<file path="config.mk">
export PLATFORM = sky130hd
export DESIGN_NAME = sprite_plotter_flat
export DESIGN_NICKNAME = d
export VERILOG_FILES = /design/src/rtl/sprite_plotter_if.sv /design/src/rtl/sprite_plotter.sv /design/src/flat_wrapper.sv
export SDC_FILE = /design/constraint.sdc
export NUM_CORES = 1
export LEC_CHECK = 0
export BUFFER_PORTS_ARGS = -buffer_cell sky130_fd_sc_hd__buf_2
export CAP_MARGIN = 0
export CORE_AREA = 8 8 86 95
export DETAILED_ROUTE_END_ITERATION = 7
export DIE_AREA = 0 0 94 103
export GPL_ROUTABILITY_DRIVEN = 0
export PLACE_DENSITY = 0.67
export SKIP_CTS_REPAIR_TIMING = 1
export SLEW_MARGIN = 10
export SYNTH_ARGS = -nofsm -noshare
export SYNTH_HDL_FRONTEND = slang
export SYNTH_SLANG_ARGS = --single-unit
</file>
<file path="constraint.sdc">
create_clock -name clock -period 2.2 [get_ports clock]
set_input_delay 0.44 -clock clock [delete_from_list [all_inputs] [get_ports clock]]
set_output_delay 0.44 -clock clock [all_outputs]
set_load 0.02 [all_outputs]
</file>
<file path="src/rtl/sprite_plotter_if.sv">
// Request/pixel bus between a sprite requester and the sprite plotter.
//   req, item, erase, position : request from the master
//   ready                      : plotter can take a request
//   x, y, colour, plot         : pixel write towards vga_adapter
//   done                       : one-cycle completion pulse
interface sprite_plotter_if;
    logic       req;
    logic       item;
    logic       erase;
    logic [2:0] position;
    logic       ready;
    logic [7:0] x;
    logic [6:0] y;
    logic [2:0] colour;
    logic       plot;
    logic       done;

    modport master (
        output req, item, erase, position,
        input  ready, x, y, colour, plot, done
    );

    modport slave (
        input  req, item, erase, position,
        output ready, x, y, colour, plot, done
    );
endinterface

</file>
<file path="src/rtl/sprite_plotter.sv">
// Sprite plotter: draws a garbage (20x20) or press (40x60) sprite into the
// VGA frame buffer one pixel per cycle, with a one-entry pending slot.
//   clock : rising-edge clock
//   reset : asynchronous active-high reset
//   bus   : sprite_plotter_if.slave (request in, pixel stream / done out)
module sprite_plotter #(
    parameter logic [2:0] GARB_COLOUR  = 3'b010,
    parameter logic [2:0] PRESS_COLOUR = 3'b111
) (
    input  logic            clock,
    input  logic            reset,
    sprite_plotter_if.slave bus
);

    localparam int unsigned X_W   = 8;
    localparam int unsigned Y_W   = 7;
    localparam int unsigned CNT_W = 6;
    localparam int unsigned COL_W = 3;

    localparam logic [1:0] IDLE = 2'd0;
    localparam logic [1:0] LOAD = 2'd1;
    localparam logic [1:0] PLOT = 2'd2;
    localparam logic [1:0] DONE = 2'd3;

    logic [1:0]       state_q, state_d;
    logic             pend_full_q, pend_full_d;
    logic             pend_item_q, pend_item_d;
    logic             pend_erase_q, pend_erase_d;
    logic [2:0]       pend_pos_q, pend_pos_d;
    logic             cur_item_q, cur_item_d;
    logic             cur_erase_q, cur_erase_d;
    logic [2:0]       cur_pos_q, cur_pos_d;
    logic [X_W-1:0]   x0_q, x0_d;
    logic [Y_W-1:0]   y0_q, y0_d;
    logic [CNT_W-1:0] w_last_q, w_last_d;
    logic [CNT_W-1:0] h_last_q, h_last_d;
    logic [COL_W-1:0] spr_col_q, spr_col_d;
    logic [CNT_W-1:0] cx_q, cx_d;
    logic [CNT_W-1:0] cy_q, cy_d;
    logic [X_W-1:0]   x_q, x_d;
    logic [Y_W-1:0]   y_q, y_d;
    logic [COL_W-1:0] colour_q, colour_d;
    logic             plot_q, plot_d;
    logic             done_q, done_d;
    logic             ready_q, ready_d;
    logic             accept_c;
    logic             geom_ok;

    assign accept_c = bus.req & ready_q;

    // Next-state, pending-slot and pixel-output logic.
    always_comb begin
        state_d      = state_q;
        pend_full_d  = pend_full_q;
        pend_item_d  = pend_item_q;
        pend_erase_d = pend_erase_q;
        pend_pos_d   = pend_pos_q;
        cur_item_d   = cur_item_q;
        cur_erase_d  = cur_erase_q;
        cur_pos_d    = cur_pos_q;
        x0_d         = x0_q;
        y0_d         = y0_q;
        w_last_d     = w_last_q;
        h_last_d     = h_last_q;
        spr_col_d    = spr_col_q;
        cx_d         = cx_q;
        cy_d         = cy_q;
        x_d          = x_q;
        y_d          = y_q;
        colour_d     = colour_q;
        plot_d       = 1'b0;
        done_d       = 1'b0;
        geom_ok      = 1'b0;

        // Requests arriving while busy go to the pending slot.
        if (accept_c && (state_q == LOAD || state_q == PLOT)) begin
            pend_full_d  = 1'b1;
            pend_item_d  = bus.item;
            pend_erase_d = bus.erase;
            pend_pos_d   = bus.position;
        end

        case (state_q)
            IDLE: begin
                if (accept_c) begin
                    cur_item_d  = bus.item;
                    cur_erase_d = bus.erase;
                    cur_pos_d   = bus.position;
                    state_d     = LOAD;
                end
            end
            LOAD: begin
                if (!cur_item_q) begin
                    geom_ok   = (cur_pos_q <= 3'd3);
                    x0_d      = 8'd10 + 8'(cur_pos_q[1:0]) * 8'd40;
                    y0_d      = 7'd90;
                    w_last_d  = 6'd19;
                    h_last_d  = 6'd19;
                    spr_col_d = GARB_COLOUR;
                end else begin
                    geom_ok = (cur_pos_q <= 3'd5);
                    case (cur_pos_q)
                        3'd1, 3'd5: x0_d = 8'd40;
                        3'd2, 3'd4: x0_d = 8'd80;
                        3'd3:       x0_d = 8'd120;
                        default:    x0_d = 8'd0;
                    endcase
                    y0_d      = 7'd20;
                    w_last_d  = 6'd39;
                    h_last_d  = 6'd59;
                    spr_col_d = PRESS_COLOUR;
                end
                if (cur_erase_q) spr_col_d = 3'b000;
                cx_d    = '0;
                cy_d    = '0;
                state_d = geom_ok ? PLOT : DONE;
            end
            PLOT: begin
                x_d      = x0_q + 8'(cx_q);
                y_d      = y0_q + 7'(cy_q);
                colour_d = spr_col_q;
                plot_d   = 1'b1;
                if (cx_q == w_last_q) begin
                    cx_d = '0;
                    if (cy_q == h_last_q) state_d = DONE;
                    else                  cy_d    = cy_q + 6'd1;
                end else begin
                    cx_d = cx_q + 6'd1;
                end
            end
            DONE: begin
                done_d = 1'b1;
                if (pend_full_q) begin
                    cur_item_d  = pend_item_q;
                    cur_erase_d = pend_erase_q;
                    cur_pos_d   = pend_pos_q;
                    pend_full_d = 1'b0;
                    state_d     = LOAD;
                end else if (accept_c) begin
                    cur_item_d  = bus.item;
                    cur_erase_d = bus.erase;
                    cur_pos_d   = bus.position;
                    state_d     = LOAD;
                end else begin
                    state_d = IDLE;
                end
            end
            default: state_d = IDLE;
        endcase

        ready_d = ~pend_full_d;
    end

    // State and output registers.
    always_ff @(posedge clock or posedge reset) begin
        if (reset) begin
            state_q      <= IDLE;
            pend_full_q  <= 1'b0;
            pend_item_q  <= 1'b0;
            pend_erase_q <= 1'b0;
            pend_pos_q   <= '0;
            cur_item_q   <= 1'b0;
            cur_erase_q  <= 1'b0;
            cur_pos_q    <= '0;
            x0_q         <= '0;
            y0_q         <= '0;
            w_last_q     <= '0;
            h_last_q     <= '0;
            spr_col_q    <= '0;
            cx_q         <= '0;
            cy_q         <= '0;
            x_q          <= '0;
            y_q          <= '0;
            colour_q     <= '0;
            plot_q       <= 1'b0;
            done_q       <= 1'b0;
            ready_q      <= 1'b1;
        end else begin
            state_q      <= state_d;
            pend_full_q  <= pend_full_d;
            pend_item_q  <= pend_item_d;
            pend_erase_q <= pend_erase_d;
            pend_pos_q   <= pend_pos_d;
            cur_item_q   <= cur_item_d;
            cur_erase_q  <= cur_erase_d;
            cur_pos_q    <= cur_pos_d;
            x0_q         <= x0_d;
            y0_q         <= y0_d;
            w_last_q     <= w_last_d;
            h_last_q     <= h_last_d;
            spr_col_q    <= spr_col_d;
            cx_q         <= cx_d;
            cy_q         <= cy_d;
            x_q          <= x_d;
            y_q          <= y_d;
            colour_q     <= colour_d;
            plot_q       <= plot_d;
            done_q       <= done_d;
            ready_q      <= ready_d;
        end
    end

    assign bus.ready  = ready_q;
    assign bus.x      = x_q;
    assign bus.y      = y_q;
    assign bus.colour = colour_q;
    assign bus.plot   = plot_q;
    assign bus.done   = done_q;

endmodule

</file>
<file path="src/flat_wrapper.sv">
// flat-port wrapper written by rule: the top's interface ports become plain ports
module sprite_plotter_flat 
#(
    parameter logic [2:0] GARB_COLOUR  = 3'b010,
    parameter logic [2:0] PRESS_COLOUR = 3'b111
)
  (clock, reset, bus_req, bus_item, bus_erase, bus_position, bus_ready, bus_x, bus_y, bus_colour, bus_plot, bus_done);
  sprite_plotter_if bus_i ();
  input  logic clock;
  input  logic reset;
  input wire logic [$bits(bus_i.req)-1:0] bus_req;
  input wire logic [$bits(bus_i.item)-1:0] bus_item;
  input wire logic [$bits(bus_i.erase)-1:0] bus_erase;
  input wire logic [$bits(bus_i.position)-1:0] bus_position;
  output wire logic [$bits(bus_i.ready)-1:0] bus_ready;
  output wire logic [$bits(bus_i.x)-1:0] bus_x;
  output wire logic [$bits(bus_i.y)-1:0] bus_y;
  output wire logic [$bits(bus_i.colour)-1:0] bus_colour;
  output wire logic [$bits(bus_i.plot)-1:0] bus_plot;
  output wire logic [$bits(bus_i.done)-1:0] bus_done;
  assign bus_i.req = bus_req;
  assign bus_i.item = bus_item;
  assign bus_i.erase = bus_erase;
  assign bus_i.position = bus_position;
  assign bus_ready = bus_i.ready;
  assign bus_x = bus_i.x;
  assign bus_y = bus_i.y;
  assign bus_colour = bus_i.colour;
  assign bus_plot = bus_i.plot;
  assign bus_done = bus_i.done;
  sprite_plotter #(.GARB_COLOUR(GARB_COLOUR), .PRESS_COLOUR(PRESS_COLOUR)) u_core (.clock(clock), .reset(reset), .bus(bus_i));
endmodule
</file>
After elaboration in Yosys (flattened, before gate mapping)
Cells that the tools add are included.
{"block": "totals", "latch_bits": 0, "ff_bits": 76, "mem_bits_ro": 0, "inputBits": 8, "output_inout_bits": 21, "elab_cells": 89, "ramBits": 0, "n_memories": 0}
{"block": "op_classes", "n_lt_le_gt_ge": 2, "div": 0, "eq_ne": 14, "add_sub_neg": 5, "n_shift": 0, "multipliers": 1, "bitwise_logic": 2, "muxes": 35, "reduce_logical": 9}
{"operator": "$mux 6", "count": 5}
{"operator": "$pmux 6 s2", "count": 2}
{"operator": "$pmux 7 s3", "count": 1}
{"operator": "$mux 1", "count": 13}
{"operator": "$add 6x1->6 const B", "count": 2}
{"operator": "$eq 6x6->1", "count": 2}
{"operator": "$mux 3", "count": 4}
{"operator": "$add 4x8->8 const A", "count": 1}
{"operator": "$add 8x6->8", "count": 1}
{"operator": "$mux 2", "count": 4}
{"operator": "$mux 8", "count": 1}
{"operator": "$pmux 2 s4", "count": 1}
{"operator": "$add 7x6->7", "count": 1}
{"operator": "$mux 7", "count": 1}
{"operator": "$eq 3x2->1 const B", "count": 2}
{"operator": "$eq 3x3->1 const B", "count": 2}
{"operator": "$ne 2x2->1 const B", "count": 3}
{"operator": "$pmux 3 s2", "count": 1}
{"operator": "$reduce_and 3->1", "count": 2}
{"operator": "$mul 2x3->5 const B", "count": 1}
{"operator": "$eq 2x2->1 const B", "count": 2}
{"operator": "$pmux 1 s2", "count": 2}
{"operator": "$reduce_bool 2->1", "count": 2}
{"operator": "$reduce_or 2->1", "count": 2}
{"operator": "other kinds (10)", "count": 10}

Longest topological paths before layout
{"block": "logic_depth", "depth_word": 7, "mapped_depth": 8, "depth_no_buf": 8}

Worst setup path after synthesis
Ideal clock, no wire load.
{"block": "synth_timing", "path_kind": "register to register", "startpoint": "reg u_core.cx_q[2]", "endpoint": "reg u_core.state_q[0]", "required_time_ns": 2.073, "t_arrival_ns": 1.767, "setup_slack_ns": 0.305, "synth_period_minus_slack_ns": 1.895, "path_buffers": 0, "stages_incl_launch_ff": 6, "setup_ns": 0.127, "path_cell_list": "dfrtp_1 > or3_1 > a22o_1 > o41ai_2 > nand2_1 > mux2_1"}
{"block": "synth_between", "elab_chain_len": 3}
{"item": "from (decl)", "line_no": "sprite_plotter.sv:38", "text": "logic [CNT_W-1:0] cx_q, cx_d;"}
{"item": "from (signal assigned)", "line_no": "sprite_plotter.sv:170", "text": "cx_q <= '0;"}
{"item": "from (signal assigned)", "line_no": "sprite_plotter.sv:192", "text": "cx_q <= cx_d;"}
{"item": "$eq 6x6->1", "line_no": "sprite_plotter.sv:123", "text": "if (cx_q == w_last_q) begin"}
{"item": "$ne 2x2->1 (no source line)"}
{"item": "$reduce_and 3->1 (no source line)"}
{"item": "to (signal assigned)", "line_no": "sprite_plotter.sv:179", "text": "state_q <= state_d;"}
{"item": "to (decl)", "line_no": "sprite_plotter.sv:25", "text": "logic [1:0] state_q, state_d;"}
Every way passes these cells.
A chain may end at the register's enable or synchronous reset.

Worst setup path after layout
{"block": "layout_timing", "startpoint": "reg u_core.h_last_q[3]", "endpoint": "reg u_core.state_q[1]"}
{"block": "layout_between", "elab_chain_len": 3}
{"item": "from (decl)", "line_no": "sprite_plotter.sv:36", "text": "logic [CNT_W-1:0] h_last_q, h_last_d;"}
{"item": "from (signal assigned)", "line_no": "sprite_plotter.sv:190", "text": "h_last_q <= h_last_d;"}
{"item": "$eq 6x6->1", "line_no": "sprite_plotter.sv:125", "text": "if (cy_q == h_last_q) state_d = DONE;"}
{"item": "$ne 2x2->1 (no source line)"}
{"item": "$reduce_and 3->1 (no source line)"}
Every way passes these cells.

==> flow_metrics.env <==
export IMPL_run_status="finished clean"
export IMPL_vias=2035
export IMPL_reg2reg_setup_slack_ns=0.15
export IMPL_grt_setup_unrepaired="false"
export IMPL_dieWidth_um=94
export IMPL_powerDensity_mw_per_mm2=503
export IMPL_ys_ff_latch=55
export IMPL_clk_pin_slew_ns=0.10
export IMPL_rr_startpoint="u_core.h_last_q[3]$_DFFE_PP0P_"
export IMPL_yosysSeqAreaShare=0.479
export IMPL_critPathSlowestCell="dfrtp_1"
export IMPL_post_dp_hpwl_mm=3.99
export IMPL_final_cell_mix="54 x dfrtp_1, 28 x buf_2, 21 x mux2_2, 21 x inv_1, 21 x ha_1"
export IMPL_crit_fanout=6
export IMPL_grt_max_degree=56
export IMPL_clockRootBuffer="clkbuf_8"
export IMPL_drc_errors=0
export IMPL_fin_cells=381
export IMPL_fin_setup_tns_ns=0
export IMPL_clkLatencyLatePin_ns=0.31
export IMPL_start_kind="register"
export IMPL_nets=328
export IMPL_via_per_inst=5.34
export IMPL_htreeDepth=2
export IMPL_slew_headroom=0.680
export IMPL_power_internal_uw=1280
export IMPL_wl_mm=5.35
export IMPL_tightest_slew_ns=0.480
export IMPL_grt_pass1_wl_mm=9.31
export IMPL_synth_edff_count=0
export IMPL_clockBufferDepth=2
export IMPL_io_buffers=28
export IMPL_placed_cell_area_sq_mm=0.00315
export IMPL_synth_cell_area_sq_mm=0.00288
export IMPL_final_layout_size_suffix_gt1_frac=0.227
export IMPL_core_sq_mm=0.00652
export IMPL_synthCells=267
export IMPL_p_leak_uw=0.00162
export IMPL_p_total_uw=1630
export IMPL_initial_utilization=0.441
export IMPL_clock_power_share=0.363
export IMPL_fin_crit_sh=0.931
export IMPL_p_seq_frac=0.619
export IMPL_r2r_cells=5
export IMPL_num_rows=31
export IMPL_fmax_mhz=488
export IMPL_skew_ns=0.0136
export IMPL_die_y_um=103
export IMPL_insertedDiodeCount=0
export IMPL_yosys_cell_types_count=46
export IMPL_die_area_sq_mm=0.00968
export IMPL_maxSlewViolCount=0
export IMPL_cts_sinks=55
export IMPL_cts_tree="yes"
export IMPL_dr_first_iter_drc_count=94
export IMPL_finalSetupViolations=0
export IMPL_final_common_cell="dfrtp_1"
export IMPL_end_kind="register"
export IMPL_fin_area_sq_mm=0.00325
export IMPL_overflow=0
export IMPL_firstDrtPassIters=4
export IMPL_hold_viol=0
export IMPL_hold_path_class="primary input to asynchronous set/reset pin"
export IMPL_synthToLayoutAreaGrowth_pct=12.9
export IMPL_synthFlopType="dfrtp_1"
export IMPL_avgSynthCellArea_sq_um=10.8
export IMPL_worstSetupPathType="register to register"
export IMPL_netSwitchingPower_uw=357
export IMPL_ant_nets=0
export IMPL_combPwrFrac=0.019
export IMPL_antenna_found_initial=0
export IMPL_grt_pass1_vias=2070
export IMPL_arrival_ns=2.24
export IMPL_r2r_end="u_core.state_q[1]$_DFFE_PP0P_"
export IMPL_ios=29
export IMPL_min_period_ns=2.05
export IMPL_worstPathRequired_ns=2.39
export IMPL_maxCapViolations=0
export IMPL_critical_path_max_stage_delay_ns=0.44
export IMPL_grt_use_total=0.121
export IMPL_yosysWarnings=0
export IMPL_placed_cells=373
export IMPL_async_flop_share=1.00
export IMPL_fillerInstances=616
export IMPL_swShare=0.219
export IMPL_synth_nets=297
export IMPL_cts_buffers=5
export IMPL_irDropWorstVdd_v=0.000262
export IMPL_detail_route_wl_per_cell_um=14.0
export IMPL_crit_path_cell_trace="or3_1 -> a22o_1 -> o41ai_2 -> nand2_1 -> mux2_1"
## how the worst max path moves through the flow
stage,start,to,slack (ns)
final,u_core.h_last_q[3]$_DFFE_PP0P_,u_core.state_q[1]$_DFFE_PP0P_,0.15
after global routing,u_core.h_last_q[3]$_DFFE_PP0P_,u_core.state_q[1]$_DFFE_PP0P_,0.05
after CTS,u_core.h_last_q[3]$_DFFE_PP0P_,u_core.state_q[1]$_DFFE_PP0P_,0.17
after detailed placement,u_core.cx_q[0]$_DFFE_PP0P_,u_core.state_q[1]$_DFFE_PP0P_,0.18
after global placement,u_core.h_last_q[3]$_DFFE_PP0P_,u_core.state_q[1]$_DFFE_PP0P_,0.28
after floorplan,u_core.cx_q[2]$_DFFE_PP0P_,u_core.state_q[0]$_DFFE_PP0P_,0.31
## power by group through the flow
stage,Sequential [uW],Clock [uW],Combinational [uW]
2_1_floorplan,1030,0,14.9
3_3_place_gp,1030,0,32.4
3_5_place_dp,1030,0,32.9
4_1_cts,1010,620,32.8
5_1_grt,1010,654,36.9
6_report,1010,592,30.8
## Yosys cell counts (2+ instances only)
library cell,instances,area (sq um)
nor3_1,5,25.0
a31oi_1,2,12.5
nor2b_1,2,12.5
a221o_1,2,20.0
nand2b_1,2,12.5
o22ai_1,2,12.5
mux2_1,2,22.5
nor2_1,12,45.0
clkbuf_1,7,26.3
o211ai_1,4,30.0
ha_1,21,263
xnor2_1,9,78.8
or3_1,3,18.8
mux2_2,21,236
a21oi_1,12,60.1
o31ai_1,2,15.0
a22o_1,3,26.3
a21o_1,4,30.0
dfrtp_1,54,1350
mux2i_1,2,20.0
nand3_1,10,50.1
buf_1,2,7.51
xor2_1,4,35.0
and3_1,3,18.8
nand2_1,15,56.3
o21ai_0,13,65.1
inv_1,22,82.6
a22oi_1,7,52.6
o21bai_1,3,22.5
## final cells by class
cell class,count,area [sq um],area share
clock buffer,6,82.6,0.0254
tap,82,103,0.0316
clock inverter,2,16.3,0.00501
inverter,22,82.6,0.0254
timing repair buffer,34,210,0.0647
sequential,55,1380,0.424
multi-input combinational,180,1380,0.424
## layer usage
layer	share of wire	vias to the layer above	track usage
li1	-	1007	-
met1	0.45	972	0.140
met2	0.48	50	0.208
met3	0.047	6	0.0306
met4	0.015	0	0.0501
met5	0	-	0
## flip-flops by register name, indices dropped and copies added, names as in the netlist
name / cells
u_core.h_last_q: 2
u_core.cur_erase_q: 1
u_core.bus.colour: 2
u_core.cx_q: 6
u_core.state_q: 2
u_core.bus.done: 1
u_core.cur_pos_q: 3
u_core.x0_q: 5
u_core.cy_q: 6
u_core.cur_item_q: 1
u_core.bus.ready: 1
u_core.pend_pos_q: 3
u_core.bus.y: 7
u_core.bus.x: 8
u_core.bus.plot: 1
u_core.pend_full_q: 1
u_core.w_last_q: 1
u_core.pend_item_q: 1
u_core.pend_erase_q: 1
u_core.spr_col_q: 2
## critical path, delay by kind of cell (launching register included)
| kind | cells | cell delay [ns] |
|---|---|---|
| AOI/OAI and AO/OA | 2 | 0.63 |
| DFF | 1 | 0.44 |
| muxes | 1 | 0.33 |
| and+or+nand+nor | 2 | 0.53 |
## through the flow
step | utilization | hold slack (ns) | worst slack [ns]
2_1_floorplan | - | 0.443 | 0.305
3_3_place_gp | 0.483 | 0.477 | 0.276
3_5_place_dp | 0.483 | 0.472 | 0.184
4_1_cts | 0.498 | 0.167 | 0.170
5_1_grt | 0.498 | 0.181 | 0.0511
6_report | 0.498 | 0.151 | 0.151
## kinds of logic (layout without fill, tap and decap cells)
family / count (synthesis) / after routing / share of synthesized area
AOI/OAI and AO/OA: 63 / 63 / 0.148
and+or+nand+nor: 57 / 57 / 0.0948
DFF: 55 / 55 / 0.479
adders and majority gates: 22 / 22 / 0.0983
muxes: 25 / 25 / 0.0970
buffers and inverters: 32 / 64 / 0.0431
xor gates and xnor gates: 13 / 13 / 0.0396
(Power assumes the default switching activity.)
